===== config.mk =====
export PLATFORM = sky130hd
export DESIGN_NAME = i2c_target
export DESIGN_NICKNAME = d
export VERILOG_FILES = /design/src/rtl/i2c_target.sv
export SDC_FILE = /design/constraint.sdc
export NUM_CORES = 1
export LEC_CHECK = 0
export CAP_MARGIN = 25
export CORE_MARGIN = 8
export CORE_UTILIZATION = 53
export CTS_CLUSTER_DIAMETER = 50
export DETAILED_ROUTE_END_ITERATION = 6
export HOLD_SLACK_MARGIN = 0.1
export PLACE_DENSITY = 0.78
export SLEW_MARGIN = 20
export SYNTH_ARGS = -nofsm -noshare
export SYNTH_HDL_FRONTEND = slang
export SYNTH_SLANG_ARGS = --single-unit

===== constraint.sdc =====
create_clock -name clk -period 2.4 [get_ports clk]
set_input_delay 0.6 -clock clk [delete_from_list [all_inputs] [get_ports clk]]
set_output_delay 0.6 -clock clk [all_outputs]
set_load 0.02 [all_outputs]

===== src/rtl/i2c_target.sv =====
// i2c_target: I2C target (slave) responder with a byte-wide client interface.
//
// SCL/SDA are oversampled on clk (clk >= 10x SCL) through a 2-flop
// synchronizer plus a 1-flop delay stage used for edge/START/STOP detection.
// A 7-bit address is matched and ACKed; the transfer then either receives
// write bytes (delivered on target_data_rx / target_rx_valid) or transmits
// read bytes (requested with target_tx_req, sampled from target_data_tx on
// the following SCL fall). SDA is driven open-drain style: SDA_out=0 pulls
// the line low, SDA_out=1 releases it. SCL is never driven (no stretching).
//
// Ports:
//   clk, rst_n       local clock, asynchronous active-low reset
//   SCL_in, SDA_in   bus levels
//   SDA_out          0 = pull SDA low, 1 = release
//   target_data_tx   read byte from client, sampled when it is loaded
//   target_tx_req    1-cycle pulse: client should present the next read byte
//   target_data_rx   last received write byte
//   target_rx_valid  1-cycle pulse when target_data_rx updates
//   addressed        high from address ACK until STOP, START or NACK exit
//   rw_dir           R/W bit of the current transfer (1 = read)
//   start_state      1-cycle pulse on START / repeated START
//   stop_state       1-cycle pulse on STOP
//
// Optional feature macro: I2C_TARGET_GENERAL_CALL_EN
//   When defined, address 7'h00 with R/W=0 (general call) is also ACKed.
//   7'h00 with R/W=1 is never ACKed.
`timescale 1ns/1ps

module i2c_target #(
    parameter int                         ADDRESS_WIDTH = 7,
    parameter int                         DATA_WIDTH    = 8,
    parameter logic [ADDRESS_WIDTH-1:0]   ADDRESS       = 7'h10
) (
    input  logic                  clk,
    input  logic                  rst_n,
    input  logic                  SCL_in,
    input  logic                  SDA_in,
    output logic                  SDA_out,
    input  logic [DATA_WIDTH-1:0] target_data_tx,
    output logic                  target_tx_req,
    output logic [DATA_WIDTH-1:0] target_data_rx,
    output logic                  target_rx_valid,
    output logic                  addressed,
    output logic                  rw_dir,
    output logic                  start_state,
    output logic                  stop_state
);

    typedef enum logic [2:0] {
        IDLE,
        ADDR,
        ADDR_ACK,
        WRITE_DATA,
        WRITE_ACK,
        READ_DATA,
        READ_ACK,
        IGNORE
    } state_t;

    state_t                  state;
    logic [DATA_WIDTH-1:0]   shreg;
    logic [2:0]              bit_cnt;
    logic                    byte_done;   // 8 bits shifted in, waiting for the SCL fall
    logic                    ack_clk;     // ACK-bit SCL rise seen, act on the next fall
    logic                    ctrl_ack;    // controller ACKed the last read byte

    // Input conditioning. Reset to 1 so the idle bus does not look like an edge.
    logic scl_meta, scl_sync, scl_prev;
    logic sda_meta, sda_sync, sda_prev;

    always_ff @(posedge clk or negedge rst_n) begin
        if (!rst_n) begin
            scl_meta <= 1'b1;
            scl_sync <= 1'b1;
            scl_prev <= 1'b1;
            sda_meta <= 1'b1;
            sda_sync <= 1'b1;
            sda_prev <= 1'b1;
        end else begin
            scl_meta <= SCL_in;
            scl_sync <= scl_meta;
            scl_prev <= scl_sync;
            sda_meta <= SDA_in;
            sda_sync <= sda_meta;
            sda_prev <= sda_sync;
        end
    end

    logic scl_rise, scl_fall, start_det, stop_det;

    assign scl_rise  =  scl_sync & ~scl_prev;
    assign scl_fall  = ~scl_sync &  scl_prev;
    // SDA edges only count as bus conditions while SCL is stably high.
    assign start_det =  scl_sync &  scl_prev &  sda_prev & ~sda_sync;
    assign stop_det  =  scl_sync &  scl_prev & ~sda_prev &  sda_sync;

    // Address decode of the byte just shifted in: {addr[6:0], rw}.
    logic [ADDRESS_WIDTH-1:0] rx_addr;
    logic                     rx_rw;
    logic                     addr_hit;

    assign rx_addr = shreg[DATA_WIDTH-1 -: ADDRESS_WIDTH];
    assign rx_rw   = shreg[0];

`ifdef I2C_TARGET_GENERAL_CALL_EN
    assign addr_hit = (rx_addr == ADDRESS) || ((rx_addr == '0) && !rx_rw);
`else
    assign addr_hit = (rx_addr == ADDRESS);
`endif

    always_ff @(posedge clk or negedge rst_n) begin
        if (!rst_n) begin
            state           <= IDLE;
            SDA_out         <= 1'b1;
            target_tx_req   <= 1'b0;
            target_rx_valid <= 1'b0;
            target_data_rx  <= '0;
            addressed       <= 1'b0;
            rw_dir          <= 1'b0;
            start_state     <= 1'b0;
            stop_state      <= 1'b0;
            shreg           <= '0;
            bit_cnt         <= '0;
            byte_done       <= 1'b0;
            ack_clk         <= 1'b0;
            ctrl_ack        <= 1'b0;
        end else begin
            target_tx_req   <= 1'b0;
            target_rx_valid <= 1'b0;
            start_state     <= 1'b0;
            stop_state      <= 1'b0;

            if (start_det) begin
                // START or repeated START from any state
                start_state <= 1'b1;
                SDA_out     <= 1'b1;
                addressed   <= 1'b0;
                bit_cnt     <= '0;
                byte_done   <= 1'b0;
                ack_clk     <= 1'b0;
                state       <= ADDR;
            end else if (stop_det) begin
                // STOP drops any partial byte without a valid pulse
                stop_state  <= 1'b1;
                SDA_out     <= 1'b1;
                addressed   <= 1'b0;
                bit_cnt     <= '0;
                byte_done   <= 1'b0;
                ack_clk     <= 1'b0;
                state       <= IDLE;
            end else begin
                case (state)
                    IDLE: begin
                        SDA_out <= 1'b1;
                    end

                    ADDR: begin
                        if (scl_rise && !byte_done) begin
                            shreg   <= {shreg[DATA_WIDTH-2:0], sda_sync};
                            bit_cnt <= bit_cnt + 3'd1;
                            if (bit_cnt == 3'd7) byte_done <= 1'b1;
                        end else if (scl_fall && byte_done) begin
                            byte_done <= 1'b0;
                            bit_cnt   <= '0;
                            if (addr_hit) begin
                                SDA_out   <= 1'b0;
                                rw_dir    <= rx_rw;
                                addressed <= 1'b1;
                                state     <= ADDR_ACK;
                            end else begin
                                state     <= IGNORE;
                            end
                        end
                    end

                    ADDR_ACK: begin
                        if (scl_rise) begin
                            ack_clk <= 1'b1;
                            if (rw_dir) target_tx_req <= 1'b1;
                        end else if (scl_fall && ack_clk) begin
                            ack_clk <= 1'b0;
                            bit_cnt <= '0;
                            if (rw_dir) begin
                                shreg   <= target_data_tx;
                                SDA_out <= target_data_tx[DATA_WIDTH-1];
                                state   <= READ_DATA;
                            end else begin
                                SDA_out <= 1'b1;
                                state   <= WRITE_DATA;
                            end
                        end
                    end

                    WRITE_DATA: begin
                        if (scl_rise && !byte_done) begin
                            shreg   <= {shreg[DATA_WIDTH-2:0], sda_sync};
                            bit_cnt <= bit_cnt + 3'd1;
                            if (bit_cnt == 3'd7) byte_done <= 1'b1;
                        end else if (scl_fall && byte_done) begin
                            byte_done       <= 1'b0;
                            bit_cnt         <= '0;
                            target_data_rx  <= shreg;
                            target_rx_valid <= 1'b1;
                            SDA_out         <= 1'b0;
                            state           <= WRITE_ACK;
                        end
                    end

                    WRITE_ACK: begin
                        if (scl_rise) begin
                            ack_clk <= 1'b1;
                        end else if (scl_fall && ack_clk) begin
                            ack_clk <= 1'b0;
                            SDA_out <= 1'b1;
                            state   <= WRITE_DATA;
                        end
                    end

                    READ_DATA: begin
                        // MSB was already driven on entry; each fall moves to the next bit.
                        if (scl_fall) begin
                            if (bit_cnt == 3'd7) begin
                                SDA_out <= 1'b1;
                                bit_cnt <= '0;
                                state   <= READ_ACK;
                            end else begin
                                shreg   <= {shreg[DATA_WIDTH-2:0], 1'b0};
                                SDA_out <= shreg[DATA_WIDTH-2];
                                bit_cnt <= bit_cnt + 3'd1;
                            end
                        end
                    end

                    READ_ACK: begin
                        if (scl_rise) begin
                            ack_clk  <= 1'b1;
                            ctrl_ack <= ~sda_sync;
                            if (!sda_sync) target_tx_req <= 1'b1;
                        end else if (scl_fall && ack_clk) begin
                            ack_clk <= 1'b0;
                            if (ctrl_ack) begin
                                shreg   <= target_data_tx;
                                SDA_out <= target_data_tx[DATA_WIDTH-1];
                                bit_cnt <= '0;
                                state   <= READ_DATA;
                            end else begin
                                addressed <= 1'b0;
                                state     <= IGNORE;
                            end
                        end
                    end

                    IGNORE: begin
                        SDA_out <= 1'b1;
                    end

                    default: begin
                        SDA_out <= 1'b1;
                        state   <= IDLE;
                    end
                endcase
            end
        end
    end

endmodule


==> run summary, run 1 <==
Clock power frac - 0.126
Synth Area in Compound Gates - 0.184
internal power - 1.65 mW
critical path class - register to output pin
CTS tree - done
Primary FF master, synth - dfrtp_1
Seq. cell area - 960 um^2
commonest non-fill, non-tap cell in the layout - dfrtp_1
DRT Pass-1 Iters - 4
crit path DAT - 1.48 ns
number of max-cap violations - 0
Post-Syn Area - 0.00188 mm^2
simple-gate share of the synthesized area - 0.153
Worst Setup End Kind - output pin
post-synthesis instance total - 178
DRC - 0
Synth Area in XOR/XNOR - 0.00465
synth unique cells - 44
Slowest Stage Delay on Critical Path - 0.59 ns
Synth area leaders - dfrtp_1 41%, dfstp_2 9.8%, mux2_2 6.0%
fin crit share - 0.868
CTS Sinks - 38
Net Count, Synth - 192
Inserted Diodes - 0
GR Util All Layers - 0.161
Seq pwr share - 0.382
fmax - 0.480 GHz
Num CTS Buffers - 5
RSZ-0062 raised after global routing - false
routability cong. - 0.919
largest family of logic cells by synthesized area - compound AO/OA/AOI/OAI gates
skew final - 0.00824 ns
number of flops mapped to enable cells by yosys - 0
vias post-DR - 1509
die area - 0.00572 mm^2
post-synthesis mux area share - 0.102
fillers - 287
most frequent cells in the layout - 31 x dfrtp_1, 25 x clkdlybuf4s50_1, 19 x nor2_1
vias per inst - 5.92
FF-to-FF Start - bit_cnt[0]
CP Data Required Time - 1.80 ns
clock buffer depth - 2
async set-or-reset flop fraction in the synthesized netlist - 1.00
antenna viol nets, final - 0
slew margin rel. - 0.451
DR iter-0 viols - 158
Net Sw Frac - 0.421
final setup TNS - 0 ns
fin crit period - 2.08 ns
Reg2Reg Capture Point - shreg[0]
antenna violations before repair - 0
area occupied by multi-input gates - 861 um^2
DIE HEIGHT - 75.6 um
Buffers on Ports - 26
ratio of cells with drive above 1 in the final layout - 0.196
Pleak - 0.962 nW
CP startpoint kind - register
vias in the first global route - 1502
final net count - 222
Peak VDD IR - 0.683 mV
Hold Crit Class - input pin to async pin
I/O pin count - 27
first-pass GRT wire length - 7110 um
Slew @ Worst Pin - 0.823 ns
cells on worst reg2reg path - 8
Ys Warns - 0
Syn-to-layout area delta - 19.5%
Cell Rows - 21
pre-CTS setup slack - 0.178 ns
gr ovfl total - 0
area share of fa/ha/maj cells after synthesis - 0.0133
Die Wd - 75.6 um
core area - 0.00336 mm^2
Clk Latency, worst-skew pair - 0.34 ns
crit path cell chain - clkdlybuf4s50_1
register-to-register setup slack - 0.33 ns
Mean Syn Cell Area - 10.6 um^2
final wirelength - 4180 um
largest net degree at the start of global routing - 39
post-synth top area share - 0.412
status - complete, no violations
final slew viol count - 0
initial core utilization - 0.560
Power Density - 1260 mW/mm^2
final-report setup violation count - 0
Root Buffer - clkbuf_4
Sw Pwr - 1.20 mW
depth of the CTS H-tree - 2
Final Hold Viols - 0
post-route setup slack - 0.318 ns
Synth Register Bits - 38
Wirelength per Cell - 16.4 um
Critical path buffers and inverters - 1
Max FO, Critical Path - 2
Critical path origin - SDA_out
Combinational Power Share - 0.493
CTS clock-pin slew for the worst setup and hold paths - 0.12 ns
register area share after synthesis - 0.510
Yosys top cell by area - dfrtp_1
Slowest cell on crit path - clkdlybuf4s50_1
dpl hpwl - 3070 um
CP top delay family - buffers and inverters
==> state kept, by name (all words and copies together) (netlist names), 3 cells and up <==
signal          flops
target_data_rx      8
state               3
shreg               8
bit_cnt             3
==> power by group through the flow <==
stage | registers, mW | clock network (mW) | logic [mW]
after floorplan | 1.08 | 0 | 0.983
after global routing | 1.13 | 0.383 | 1.54
after global placement | 1.08 | 0 | 1.31
final | 1.09 | 0.357 | 1.40
after CTS | 1.08 | 0.358 | 1.35
after detailed placement | 1.09 | 0 | 1.35
==> per-stage QoR <==
step / instance area [um^2] / power [mW] / hold slack, ns / utilization / cells
final: 2250 / 2.84 / 0.340 / 0.669 / 255
after detailed placement: 2170 / 2.44 / 0.351 / 0.645 / 245
after global routing: 2250 / 3.05 / 0.372 / 0.669 / 255
after global placement: 2170 / 2.39 / 0.347 / 0.645 / 245
after CTS: 2230 / 2.79 / 0.368 / 0.664 / 253
after floorplan: 1880 / 2.07 / 0.304 / - / 178
==> cells in the mapped netlist (2+ instances only) <==
library cell  number
ha_1               2
o21ai_0            9
a21oi_2            2
mux2i_1            8
nand3_1            2
nor2_1            19
a21oi_1           18
nor2_2             2
dfrtp_1           31
a31oi_1            2
mux2_2            10
nor3_1             5
o22ai_1            5
o31ai_1            2
a22o_1             2
nand2b_1           5
clkbuf_1           4
nand2_1           11
clkbuf_2           2
nor2b_1            2
inv_1              4
dfstp_2            7
o32ai_1            2
buf_6              2
==> worst max-delay path by stage <==
stage	slack [ns]	cells past startpoint	to
2_1_floorplan	0.54	7	shreg[6]
3_3_place_gp	0.24	4	shreg[2]
3_5_place_dp	0.18	4	shreg[4]
4_1_cts	0.15	5	shreg[2]
5_1_grt	0.09	8	shreg[0]
6_report	0.32	1	SDA_out
==> routing by layer <==
metal,track usage,wire (um)
met1,0.214,1840
met4,0.0576,67
met5,0,0
met3,0.0474,283
met2,0.242,1990
==> layout make-up <==
class | count | area share
Sequential cell | 38 | 0.427
Multi-Input combinational cell | 128 | 0.383
Timing Repair Buffer | 31 | 0.130
Tap cell | 46 | 0.0256
Clock buffer | 6 | 0.0228
Inverter | 4 | 0.00667
Clock inverter | 2 | 0.00556
==> logic make-up (layout without fill, tap and decap cells) <==
group / Yosys count / in the layout
buffers and inverters: 12 / 43
adders and majority gates: 2 / 2
DFF: 38 / 38
muxes: 18 / 18
and+or+nand+nor: 56 / 56
xor gates and xnor gates: 1 / 1
AOI/OAI and AO/OA: 51 / 51
==> what timing repair did <==
action / CTS / global route
endpoints found under the setup margin: 0 / 6
buffers inserted: 0 / 2
endpoints found under the hold margin: 0 / 0
gates resized for setup: 0 / 0
hold buffers: 0 / 0
No activity file was read; power rests on OpenSTA's default activity.
==> run 2: changes to the inputs <==
- CTS_CLUSTER_DIAMETER: 50 -> 120
==> results of run 2 <==
No change in the layout: final DEF, timing and power equal those of run 1.
==> run 3: changes to the inputs <==
- GPL_TIMING_DRIVEN: unset -> 0
- SKIP_CTS_REPAIR_TIMING: unset -> 1
- SLEW_MARGIN: 20 -> unset
==> run 3 against run 2 <==
Utilization is 0.30 points higher. Sequential share of layout area shrank 0.19 points. Largest cell class unchanged. First-iteration DRC count up 14%. Global-route usage grew 1.0 points. Critical path depth increased by 6. Total power about the same. Non-clock buffer count is 3 higher. Flip-flop and latch count is the same. Design area grew 0.44%. Largest power group unchanged.
==> run summary, run 3 (same netlist as run 1, synthesis figures left out) <==
Peak VDD IR - 0.767 mV (+12%)
ratio of cells with drive above 1 in the final layout - 0.189 (-0.00749)
Buffers on Ports - 26 (unchanged)
Cell Rows - 21 (unchanged)
skew final - 0.00983 ns (+0.00159 ns)
dpl hpwl - 3130 um (+2.1%)
DR WL met3 - 206 um (-27%)
DRC - 0 (unchanged)
vias in the first global route - 1546 (+2.9%)
post-route setup slack - 0.204 ns (-0.114 ns)
Pwr Total - 2.84 mW (about the same)
I/O pin count - 27 (unchanged)
post-route cell area - 0.00226 mm^2 (+0.44%)
total number of cells along the worst setup path - 7 (+6)
Worst Setup EP - shreg[6]
routability cong. - 0.882 (-4.0%)
Num CTS Buffers - 5 (unchanged)
fin crit share - 0.915 (+0.0475)
vias per inst - 5.77 (-2.5%)
number of max-cap violations - 0 (unchanged)
Hold Crit Class - input pin to async pin
Critical path buffers and inverters - 2 (+1)
slew margin rel. - 0.451 (about the same)
Die Wd - 75.6 um (unchanged)
Wirelength per Cell - 16.6 um (+1.1%)
Slowest Stage Delay on Critical Path - 0.62 ns (+0.03 ns)
most frequent cells in the layout - 31 x dfrtp_1, 25 x clkdlybuf4s50_1, 19 x nor2_1
depth of the CTS H-tree - 2 (unchanged)
top sig layer - met4
Layout Cells excl Fill - 258 (+1.2%)
crit path cell chain - buf_6 > nor3b_2 > o22ai_1 > a2111oi_4 > buf_6 > nor2_2 > a21oi_2
clock buffer depth - 2 (unchanged)
final-report setup violation count - 0 (unchanged)
Reg2Reg Capture Point - shreg[6]
CP top delay family - compound AO/OA/AOI/OAI gates
fillers - 296 (+3.1%)
core area - 0.00336 mm^2 (unchanged)
Worst Setup End Kind - register
die area - 0.00572 mm^2 (unchanged)
Clk Latency, worst-skew pair - 0.35 ns (about the same)
initial core utilization - 0.560 (unchanged)
Placed Area - 0.00220 mm^2 (+1.2%)
final wirelength - 4270 um (+2.3%)
Inst Count DP - 250 (+2.0%)
CTS tree - done
critical path class - register to register
final net count - 225 (+1.4%)
Max FO, Critical Path - 10 (+8)
Inserted Diodes - 0 (unchanged)
largest net degree at the start of global routing - 39 (unchanged)
Slowest cell on crit path - a2111oi_4
first-pass GRT wire length - 7310 um (+2.9%)
Pleak - 0.962 nW (about the same)
crit path DAT - 2.48 ns (+1.00 ns)
fmax - 0.455 GHz (-5.2%)
status - complete, no violations
GR Util All Layers - 0.171 (+0.0103)
largest registers - shreg: 8 flops, target_data_rx: 8 flops
CTS clock-pin slew for the worst setup and hold paths - 0.12 ns (about the same)
Root Buffer - clkbuf_4
Power Density - 1260 mW/mm^2 (-0.41%)
Slew @ Worst Pin - 0.823 ns (-0.0000204 ns)
Most common cell on crit path - buf_6
antenna violations before repair - 0 (unchanged)
register-to-register setup slack - 0.20 ns (-0.13 ns)
DIE HEIGHT - 75.6 um (unchanged)
fin crit period - 2.20 ns (+0.114 ns)
Syn-to-layout area delta - 20.0%
RSZ-0062 raised after global routing - false
CP startpoint kind - register
WL met2 - 1990 um (+0.30%)
cells on worst reg2reg path - 7 (-1)
final slew viol count - 0 (unchanged)
commonest non-fill, non-tap cell in the layout - dfrtp_1
FF-to-FF Start - scl_sync
DR iter-0 viols - 180 (+14%)
gr ovfl total - 0 (unchanged)
pre-CTS setup slack - 0.261 ns (+0.0832 ns)
CTS Sinks - 38 (unchanged)
final setup TNS - 0 ns (unchanged)
DRT Pass-1 Iters - 4 (unchanged)
vias post-DR - 1488 (-1.4%)
CP Data Required Time - 2.69 ns (+0.89 ns)
antenna viol nets, final - 0 (unchanged)
Critical path origin - scl_sync
Final Hold Viols - 0 (unchanged)
M1 WL - 1980 um (+7.9%)
run 3: cell count changes in the layout (fill, tap and decap cells not counted), sizes merged:
| cell | previous run | this run |
|---|---|---|
| buf | 6 | 3 |
| clkbuf | 6 | 12 |
run 3: power breakdown:
group	internal (mW)	leakage, nW	switching, mW
Clock	0.141	0.0343	0.215
Combinational	0.639	0.467	0.821
Sequential	0.861	0.461	0.167
run 3: worst min-delay path by stage:
stage	start	endpoint	slack (ns)	depth (start not counted)
floorplan	rst_n	ack_clk	0.30	0
detailed placement	scl_meta	scl_sync	0.35	0
global route	sda_meta	sda_sync	0.37	0
global placement	sda_meta	sda_sync	0.35	0
CTS	rst_n	state[2]	0.36	1
finish	rst_n	target_tx_req	0.33	1
run 3: layer usage:
layer / GRT usage / up-vias
met1: 0.213 / 707
li1: - / 724
met3: 0.0408 / 13
met2: 0.267 / 44
met5: 0 / -
met4: 0.0938 / 0
run 3: metrics by stage:
stage,utilization,hold slack [ns]
3_3_place_gp,0.654,0.347
4_1_cts,0.672,0.362
5_1_grt,0.672,0.373
2_1_floorplan,-,0.304
6_report,0.672,0.331
3_5_place_dp,0.653,0.347
run 3: final cells by class:
type	count	area [um^2]	area share
Timing Repair Buffer	26	255	0.113
Tap cell	46	57.6	0.0255
Buffer	8	47.5	0.0210
Inverter	4	15.0	0.00664
Clock buffer	6	51.3	0.0227
Sequential cell	38	960	0.425
Multi-Input combinational cell	128	861	0.381
Clock inverter	2	12.5	0.00554
run 3: worst register-to-register path, delay by kind of cell, from the launching register on:
family                 cells  cell delay, ns
buffers and inverters      2            0.36
and+or+nand+nor            2            0.33
DFF                        1            0.56
AOI/OAI and AO/OA          3            0.89
